===== config.mk =====
export PLATFORM = sky130hd
export DESIGN_NAME = instr_fetch_unit_flat
export DESIGN_NICKNAME = d
export VERILOG_FILES = /design/src/rtl/instr_fetch_unit_pkg.sv /design/src/rtl/instr_fetch_unit_if.sv /design/src/rtl/ifu_fifo.sv /design/src/rtl/instr_fetch_unit.sv /design/src/flat_wrapper.sv
export SDC_FILE = /design/constraint.sdc
export NUM_CORES = 1
export LEC_CHECK = 0
export CAP_MARGIN = 20
export CELL_PAD_IN_SITES_DETAIL_PLACEMENT = 1
export CELL_PAD_IN_SITES_GLOBAL_PLACEMENT = 2
export CORE_ASPECT_RATIO = 0.7
export CORE_MARGIN = 5
export CORE_UTILIZATION = 34
export DETAILED_ROUTE_END_ITERATION = 16
export GPL_TIMING_DRIVEN = 0
export PLACE_DENSITY = 0.87
export SLEW_MARGIN = 20
export SYNTH_ARGS = -nofsm -noshare
export SYNTH_HDL_FRONTEND = slang
export SYNTH_HIERARCHICAL = 1
export SYNTH_SLANG_ARGS = --single-unit
export TNS_END_PERCENT = 1

===== constraint.sdc =====
create_clock -name clk -period 3.8 [get_ports clk]
set_input_delay 0.76 -clock clk [delete_from_list [all_inputs] [get_ports clk]]
set_output_delay 0.76 -clock clk [all_outputs]
set_load 0.05 [all_outputs]

===== src/rtl/instr_fetch_unit_pkg.sv =====
// rtl/instr_fetch_unit_pkg.sv - shared defaults and types for the instruction fetch unit
// Contents: default address/data widths, default reset PC, the FIFO entry
// type (PC paired with the instruction fetched from it) and the FSM state type.
package instr_fetch_unit_pkg;

    localparam int IFU_AW = 32;
    localparam int IFU_DW = 32;
    localparam logic [IFU_AW-1:0] IFU_RESET_PC = 32'h0;

    typedef struct packed {
        logic [IFU_AW-1:0] pc;
        logic [IFU_DW-1:0] instr;
    } fetch_entry_t;

    // RUN: every response is kept. DRAIN: responses to pre-redirect requests
    // are still in flight and must be discarded as they arrive.
    typedef enum logic {
        S_RUN   = 1'b0,
        S_DRAIN = 1'b1
    } ifu_state_t;

endpackage


===== src/rtl/instr_fetch_unit_if.sv =====
// rtl/instr_fetch_unit_if.sv - memory, decode and redirect channels of the fetch unit
// Signals:
//   mem_req_valid/mem_req_ready/mem_addr  read request channel to instruction memory
//   mem_rsp_valid/mem_rsp_data            in-order read responses from memory
//   ifu_valid/ifu_ready/ifu_instr/ifu_pc  instruction stream to decode
//   redirect_valid/redirect_pc            taken-branch redirect from execute
// Modports: master = fetch unit side, slave = memory/decode/execute side.
interface instr_fetch_unit_if
    import instr_fetch_unit_pkg::*;
#(
    parameter int AW = IFU_AW,
    parameter int DW = IFU_DW
);

    logic          mem_req_valid;
    logic          mem_req_ready;
    logic [AW-1:0] mem_addr;
    logic          mem_rsp_valid;
    logic [DW-1:0] mem_rsp_data;
    logic          ifu_valid;
    logic          ifu_ready;
    logic [DW-1:0] ifu_instr;
    logic [AW-1:0] ifu_pc;
    logic          redirect_valid;
    logic [AW-1:0] redirect_pc;

    modport master (
        output mem_req_valid, mem_addr, ifu_valid, ifu_instr, ifu_pc,
        input  mem_req_ready, mem_rsp_valid, mem_rsp_data, ifu_ready,
               redirect_valid, redirect_pc
    );

    modport slave (
        input  mem_req_valid, mem_addr, ifu_valid, ifu_instr, ifu_pc,
        output mem_req_ready, mem_rsp_valid, mem_rsp_data, ifu_ready,
               redirect_valid, redirect_pc
    );

endinterface


===== src/rtl/ifu_fifo.sv =====
// rtl/ifu_fifo.sv - DEPTH-entry instruction FIFO with flush and registered head
// Ports:
//   clk, rst_n       clock, asynchronous active-low reset
//   push, push_data  write one entry (ignored while flushing)
//   pop              remove the head entry (ignored while empty or flushing)
//   flush            empty the FIFO this cycle
//   count            number of stored entries
//   head             registered copy of the oldest entry ('0 while empty)
module ifu_fifo
    import instr_fetch_unit_pkg::*;
#(
    parameter type entry_t = fetch_entry_t,
    parameter int  DEPTH   = 4
) (
    input  logic                   clk,
    input  logic                   rst_n,
    input  logic                   push,
    input  entry_t                 push_data,
    input  logic                   pop,
    input  logic                   flush,
    output logic [$clog2(DEPTH):0] count,
    output entry_t                 head
);

    localparam int PW = $clog2(DEPTH);
    localparam int CW = PW + 1;

    entry_t          mem [DEPTH];
    logic [PW-1:0]   rd_ptr, wr_ptr, rd_ptr_d, wr_ptr_d;
    logic [CW-1:0]   count_d;
    entry_t          head_d;
    logic            do_push, do_pop;

    always_comb begin
        do_pop   = pop && (count != '0) && !flush;
        do_push  = push && !flush && ((count != CW'(DEPTH)) || do_pop);
        rd_ptr_d = rd_ptr;
        wr_ptr_d = wr_ptr;
        count_d  = count;
        head_d   = head;
        if (flush) begin
            rd_ptr_d = '0;
            wr_ptr_d = '0;
            count_d  = '0;
            head_d   = '0;
        end else begin
            if (do_pop) begin
                rd_ptr_d = rd_ptr + 1'b1;
            end
            if (do_push) begin
                wr_ptr_d = wr_ptr + 1'b1;
            end
            count_d = count + CW'(do_push) - CW'(do_pop);
            // The next head is either already stored, or it is the entry being
            // written this cycle (push into empty, or push+pop with one entry).
            if (count_d == '0) begin
                head_d = '0;
            end else if (do_push && (wr_ptr == rd_ptr_d)) begin
                head_d = push_data;
            end else begin
                head_d = mem[rd_ptr_d];
            end
        end
    end

    always_ff @(posedge clk) begin
        if (do_push) begin
            mem[wr_ptr] <= push_data;
        end
    end

    always_ff @(posedge clk or negedge rst_n) begin
        if (!rst_n) begin
            rd_ptr <= '0;
            wr_ptr <= '0;
            count  <= '0;
            head   <= '0;
        end else begin
            rd_ptr <= rd_ptr_d;
            wr_ptr <= wr_ptr_d;
            count  <= count_d;
            head   <= head_d;
        end
    end

endmodule


===== src/rtl/instr_fetch_unit.sv =====
// rtl/instr_fetch_unit.sv - fetch stage: PC, request credit, response buffering, redirect
// Ports:
//   clk    clock, all state on rising edge
//   rst_n  asynchronous active-low reset
//   bus    instr_fetch_unit_if.master: memory request/response, decode output, redirect
// Parameters: DEPTH (FIFO entries and request credit), AW, DW, RESET_PC.
module instr_fetch_unit
    import instr_fetch_unit_pkg::*;
#(
    parameter int            DEPTH    = 4,
    parameter int            AW       = IFU_AW,
    parameter int            DW       = IFU_DW,
    parameter logic [AW-1:0] RESET_PC = AW'(IFU_RESET_PC)
) (
    input  logic                   clk,
    input  logic                   rst_n,
    instr_fetch_unit_if.master     bus
);

    localparam int CW = $clog2(DEPTH) + 1;

    typedef struct packed {
        logic [AW-1:0] pc;
        logic [DW-1:0] instr;
    } entry_t;

    ifu_state_t    state, state_d;
    logic [AW-1:0] fetch_pc, fetch_pc_d;
    logic [AW-1:0] rsp_pc, rsp_pc_d;
    logic [CW-1:0] outstanding, outstanding_d;
    logic [CW-1:0] drop, drop_d;
    logic [CW-1:0] fifo_count;
    logic [CW:0]   in_use;
    logic          req_fire, push, pop, flush;
    entry_t        push_data, head;

    // A request is only issued when a FIFO slot is guaranteed for its response,
    // so responses never need backpressure. Gating with rst_n keeps the request
    // low for the whole reset, not just after the first edge.
    assign in_use            = {1'b0, outstanding} + {1'b0, fifo_count};
    assign bus.mem_req_valid = rst_n && !bus.redirect_valid && (in_use < (CW+1)'(DEPTH));
    assign bus.mem_addr      = fetch_pc;
    assign req_fire          = bus.mem_req_valid && bus.mem_req_ready;

    assign flush     = bus.redirect_valid;
    assign pop       = bus.ifu_valid && bus.ifu_ready && !bus.redirect_valid;
    assign push_data = {rsp_pc, bus.mem_rsp_data};

    always_comb begin
        state_d       = state;
        fetch_pc_d    = fetch_pc;
        rsp_pc_d      = rsp_pc;
        drop_d        = drop;
        push          = 1'b0;
        outstanding_d = outstanding + CW'(req_fire) - CW'(bus.mem_rsp_valid);
        if (bus.redirect_valid) begin
            // Everything still in flight after this cycle predates the branch.
            // A response arriving now is stale too, hence outstanding_d.
            fetch_pc_d = bus.redirect_pc;
            rsp_pc_d   = bus.redirect_pc;
            drop_d     = outstanding_d;
            state_d    = (outstanding_d != '0) ? S_DRAIN : S_RUN;
        end else begin
            if (req_fire) begin
                fetch_pc_d = fetch_pc + 1'b1;
            end
            case (state)
                S_RUN: begin
                    if (bus.mem_rsp_valid) begin
                        push     = 1'b1;
                        rsp_pc_d = rsp_pc + 1'b1;
                    end
                end
                S_DRAIN: begin
                    if (bus.mem_rsp_valid) begin
                        drop_d = drop - 1'b1;
                        if (drop == CW'(1)) begin
                            state_d = S_RUN;
                        end
                    end
                end
                default: state_d = S_RUN;
            endcase
        end
    end

    always_ff @(posedge clk or negedge rst_n) begin
        if (!rst_n) begin
            state       <= S_RUN;
            fetch_pc    <= RESET_PC;
            rsp_pc      <= RESET_PC;
            outstanding <= '0;
            drop        <= '0;
        end else begin
            state       <= state_d;
            fetch_pc    <= fetch_pc_d;
            rsp_pc      <= rsp_pc_d;
            outstanding <= outstanding_d;
            drop        <= drop_d;
        end
    end

    ifu_fifo #(
        .entry_t (entry_t),
        .DEPTH   (DEPTH)
    ) u_fifo (
        .clk       (clk),
        .rst_n     (rst_n),
        .push      (push),
        .push_data (push_data),
        .pop       (pop),
        .flush     (flush),
        .count     (fifo_count),
        .head      (head)
    );

    assign bus.ifu_valid = (fifo_count != '0);
    assign bus.ifu_instr = head.instr;
    assign bus.ifu_pc    = head.pc;

    a_counters_bounded: assert property (@(posedge clk) disable iff (!rst_n)
        (outstanding <= CW'(DEPTH)) && (fifo_count <= CW'(DEPTH)) &&
        (drop <= outstanding) && (in_use <= (CW+1)'(DEPTH)));

endmodule


===== src/flat_wrapper.sv =====
// flat-port wrapper written by rule: the top's interface ports become plain ports
module instr_fetch_unit_flat import instr_fetch_unit_pkg::*;
#(
    parameter int            DEPTH    = 4,
    parameter int            AW       = IFU_AW,
    parameter int            DW       = IFU_DW,
    parameter logic [AW-1:0] RESET_PC = AW'(IFU_RESET_PC)
)
  (clk, rst_n, bus_mem_req_valid, bus_mem_addr, bus_ifu_valid, bus_ifu_instr, bus_ifu_pc, bus_mem_req_ready, bus_mem_rsp_valid, bus_mem_rsp_data, bus_ifu_ready, bus_redirect_valid, bus_redirect_pc);
  instr_fetch_unit_if #(.AW(AW), .DW(DW)) bus_i ();
  input  logic clk;
  input  logic rst_n;
  output wire logic [$bits(bus_i.mem_req_valid)-1:0] bus_mem_req_valid;
  output wire logic [$bits(bus_i.mem_addr)-1:0] bus_mem_addr;
  output wire logic [$bits(bus_i.ifu_valid)-1:0] bus_ifu_valid;
  output wire logic [$bits(bus_i.ifu_instr)-1:0] bus_ifu_instr;
  output wire logic [$bits(bus_i.ifu_pc)-1:0] bus_ifu_pc;
  input wire logic [$bits(bus_i.mem_req_ready)-1:0] bus_mem_req_ready;
  input wire logic [$bits(bus_i.mem_rsp_valid)-1:0] bus_mem_rsp_valid;
  input wire logic [$bits(bus_i.mem_rsp_data)-1:0] bus_mem_rsp_data;
  input wire logic [$bits(bus_i.ifu_ready)-1:0] bus_ifu_ready;
  input wire logic [$bits(bus_i.redirect_valid)-1:0] bus_redirect_valid;
  input wire logic [$bits(bus_i.redirect_pc)-1:0] bus_redirect_pc;
  assign bus_mem_req_valid = bus_i.mem_req_valid;
  assign bus_mem_addr = bus_i.mem_addr;
  assign bus_ifu_valid = bus_i.ifu_valid;
  assign bus_ifu_instr = bus_i.ifu_instr;
  assign bus_ifu_pc = bus_i.ifu_pc;
  assign bus_i.mem_req_ready = bus_mem_req_ready;
  assign bus_i.mem_rsp_valid = bus_mem_rsp_valid;
  assign bus_i.mem_rsp_data = bus_mem_rsp_data;
  assign bus_i.ifu_ready = bus_ifu_ready;
  assign bus_i.redirect_valid = bus_redirect_valid;
  assign bus_i.redirect_pc = bus_redirect_pc;
  instr_fetch_unit #(.DEPTH(DEPTH), .AW(AW), .DW(DW), .RESET_PC(RESET_PC)) u_core (.clk(clk), .rst_n(rst_n), .bus(bus_i));
endmodule

==> run summary <==
Pwr Total = 10.93 mW
placed cell areas = 22,640 um2
Synth async-reset ratio = 35.68%
required time worst endpoint = 4230 ps
gp weighted congestion = 0.8667
critical path, cell by cell = or3_4 -> and3_1 -> nor2b_4 -> nand2_2 -> clkinvlp_4 -> clkbuf_8 -> ha_1 -> inv_1 -> ha_1 -> fa_1 -> xnor2_2 -> a21o_1 -> buf_12 -> clkbuf_8 -> a21oi_1
Final Cycle Share = 97.80%
core area = 58,050 um2
Via density = 5.825
Final Hold Viols = 0
routed vias = 17,140
outcome = completed
post-route ant nets = 0
die area = 63,420 um2
vias in the first global route = 17,650
CP Capture Type = flip-flop
Ys Warns = 6
f_max = 269.1 MHz
root buffer cell = clkbuf_16
fillers = 6,344
worst-case reg-to-reg path depth = 15
initial drt markers = 1,416
I/O Buffers = 167
TritonCTS buffer count = 44
grt ovf = 0
static leakage = 8.367 nW
multi-input logic area = 7904 um2
syn nets = 2,010
ys flop type = edfxtp_1
Max FO, Critical Path = 19
CTS tree = built
CP Depth = 15
post-route cell area = 24,270 um2
Initial Util = 34.21%
Residual DRC = 0
clock sinks = 398
Distinct cells, synth = 66
Final min period = 3716 ps
initial antenna violation count = 1
top cell type's share of synthesized area = 38.71%
largest cells by area after synthesis = edfxtp_1 (39%), dfrtp_1 (18%), nor2_1 (5.3%)
Critical Path AT = 4150 ps
Critical Path Start Type = flip-flop
Crit path max-delay family = simple AND/OR/NAND/NOR gates
Final #Nets = 2,232
RSZ-0062 raised after global routing = yes
Synth area leader = edfxtp_1
Storage cell area = 11,240 um2
first-pass GRT wire length = 107.2 mm
Final TNS setup = 0 ps
Clk Latency, worst-skew pair = 540 ps
average cell area after synthesis = 10.32 um2
Core Rows = 74
Die Span X = 298.9 um
maxcap violations = 0
sequential element share of the synthesized area = 56.60%
WL final = 70.87 mm
Crit Path Category = flip-flop to flip-flop
number of synthesized flops with an enable pin = 256
height of the die = 212.2 um
io pins = 168
peak supply drop = 0.0002615 V
Syn Inst Count = 1,924
Final Max Slew Viols = 0
WL/cell = 24.09 um
synth-to-layout area growth = 22.19%
crit path buf inv count = 5
pwr dens = 450.5 nW/um2
pin slew with the least headroom to its limit = 970.9 ps
GR Util All Layers = 21.50%
largest net degree at the start of global routing = 94
CP max stage cell = dfrtp_2
clock-pin slew on the worst setup and hold paths = 60 ps
Setup violations, final = 0
htree depth = 2
HPWL after DPL = 48.51 mm
share of cells above drive strength 1 = 8.303%
Relative slew margins = 35.27%
#FFs+latches synth = 398
CP max stage delay = 450 ps
Mapped Area = 19,860 um2
DRT Pass-1 Iters = 5
worst hold path class = input port to asynchronous set/reset pin
Worst Skew = 14.64 ps
clock buffer depth = 3
## cell usage in the layout, fill, tap and decap left out, types with 20 or more instances in the layout
cell             count
nand2_1            118
dfrtp_1            140
clkbuf_16           47
nor2_1             282
xor2_1              20
clkdlybuf4s50_1    165
nor3_1              71
or4_1              129
nand4b_1            66
a21oi_1             60
o21ai_0            161
xnor2_1             26
nor3b_1             63
nand4_1             28
edfxtp_1           256
buf_2               23
and3_1              72
nand3_1             40
clkbuf_1           123
o22ai_1             63
## kinds of logic after synthesis
group	synth area share, %
adders and majority gates	1.084
xor gates and xnor gates	2.073
DFF	56.60
buffers and inverters	4.082
and+or+nand+nor	25.75
muxes	0.9009
AOI/OAI and AO/OA	9.513
## cell type report
class / instances / area share, %
antenna: 2 / 0.02062
buffer: 168 / 3.300
clock buffer: 66 / 5.424
clock inverter: 14 / 0.3919
inverter: 22 / 0.3919
multi-input combinational: 1334 / 32.57
sequential: 398 / 46.33
tap: 760 / 3.919
timing repair buffer: 178 / 7.651
## cells in the mapped netlist, drive strengths merged, types with 2 or more instances
| cell type | count |
|---|---|
| a21o | 2 |
| a21oi | 73 |
| a311o | 2 |
| a31oi | 5 |
| and2 | 9 |
| and3 | 73 |
| and4 | 6 |
| buf | 42 |
| clkbuf | 128 |
| dfrtp | 142 |
| edfxtp | 256 |
| fa | 2 |
| ha | 14 |
| inv | 21 |
| mux2 | 15 |
| nand2 | 119 |
| nand2b | 6 |
| nand3 | 40 |
| nand4 | 30 |
| nand4b | 66 |
| nor2 | 282 |
| nor2b | 5 |
| nor3 | 72 |
| nor3b | 64 |
| nor4 | 4 |
| nor4b | 2 |
| o211ai | 12 |
| o21ai | 161 |
| o22ai | 63 |
| o311ai | 9 |
| or2 | 2 |
| or3 | 8 |
| or4 | 129 |
| xnor2 | 27 |
| xor2 | 20 |
## state kept, by name, indices dropped and copies added (netlist names)
register / flops
u_core/u_fifo/head: 64
u_core/u_fifo/rd_ptr: 2
u_core/u_fifo/count: 3
u_core/outstanding: 3
u_core/rsp_pc: 32
u_core/state: 1
u_core/u_fifo/wr_ptr: 2
u_core/drop: 3
u_core/bus.mem_addr: 32
u_core/u_fifo/mem: 256
## path summary, 6_finish.rpt
check / start / end / slack, ps
worst max-delay path: u_core/u_fifo/count[0]$_DFF_PN0_ / u_core/u_fifo/head[54]$_DFF_PN0_ / 80
worst min-delay path: rst_n / u_core/u_fifo/head[4]$_DFF_PN0_ / 160
worst max register to register: u_core/u_fifo/count[0]$_DFF_PN0_ / u_core/u_fifo/head[54]$_DFF_PN0_ / 80
worst min register to register: u_core/drop[2]$_DFFE_PN0P_ / u_core/state$_DFF_PN0_ / 560
max in group asynchronous: rst_n / u_core/u_fifo/count[1]$_DFF_PN0_ / 2950
min in group clk: u_core/drop[2]$_DFFE_PN0P_ / u_core/state$_DFF_PN0_ / 560
## metal layers
metal  GRT usage [%]  vias to the layer above  share of wire (%)
met2           34.29                      698                 46
met1           30.67                     8743                 45
met4           4.568                        0                1.7
met5               0                        -                  0
met3           4.390                       91                8.0
li1                -                     7605                  -
## where the power goes
group	leakage (nW)	switching (mW)	internal, mW
registers	4.14	0.268	4.86
logic	3.53	1.03	0.560
clock network	0.701	1.76	2.45
## through the flow
| step | setup WS (ps) | cells | utilization [%] | hold slack (ps) |
|---|---|---|---|---|
| after floorplan | 87.42 | 1924 | - | 464.4 |
| after global placement | -5826 | 2851 | 38.76 | 539.1 |
| after detailed placement | -2343 | 2856 | 39.00 | 552.9 |
| after CTS | 27.32 | 2937 | 41.64 | 147.7 |
| after global routing | -19.70 | 2940 | 41.79 | 185.0 |
| final | 83.63 | 2942 | 41.80 | 157.9 |
## what timing repair did
| item | CTS | global route |
|---|---|---|
| endpoints found under the setup margin | 67 | 63 |
| buffers inserted | 2 | 3 |
| gates resized for setup | 36 | 12 |
| gates cloned | 0 | 1 |
| hold buffers | 0 | 0 |
Power figures use the tool's default switching activity.
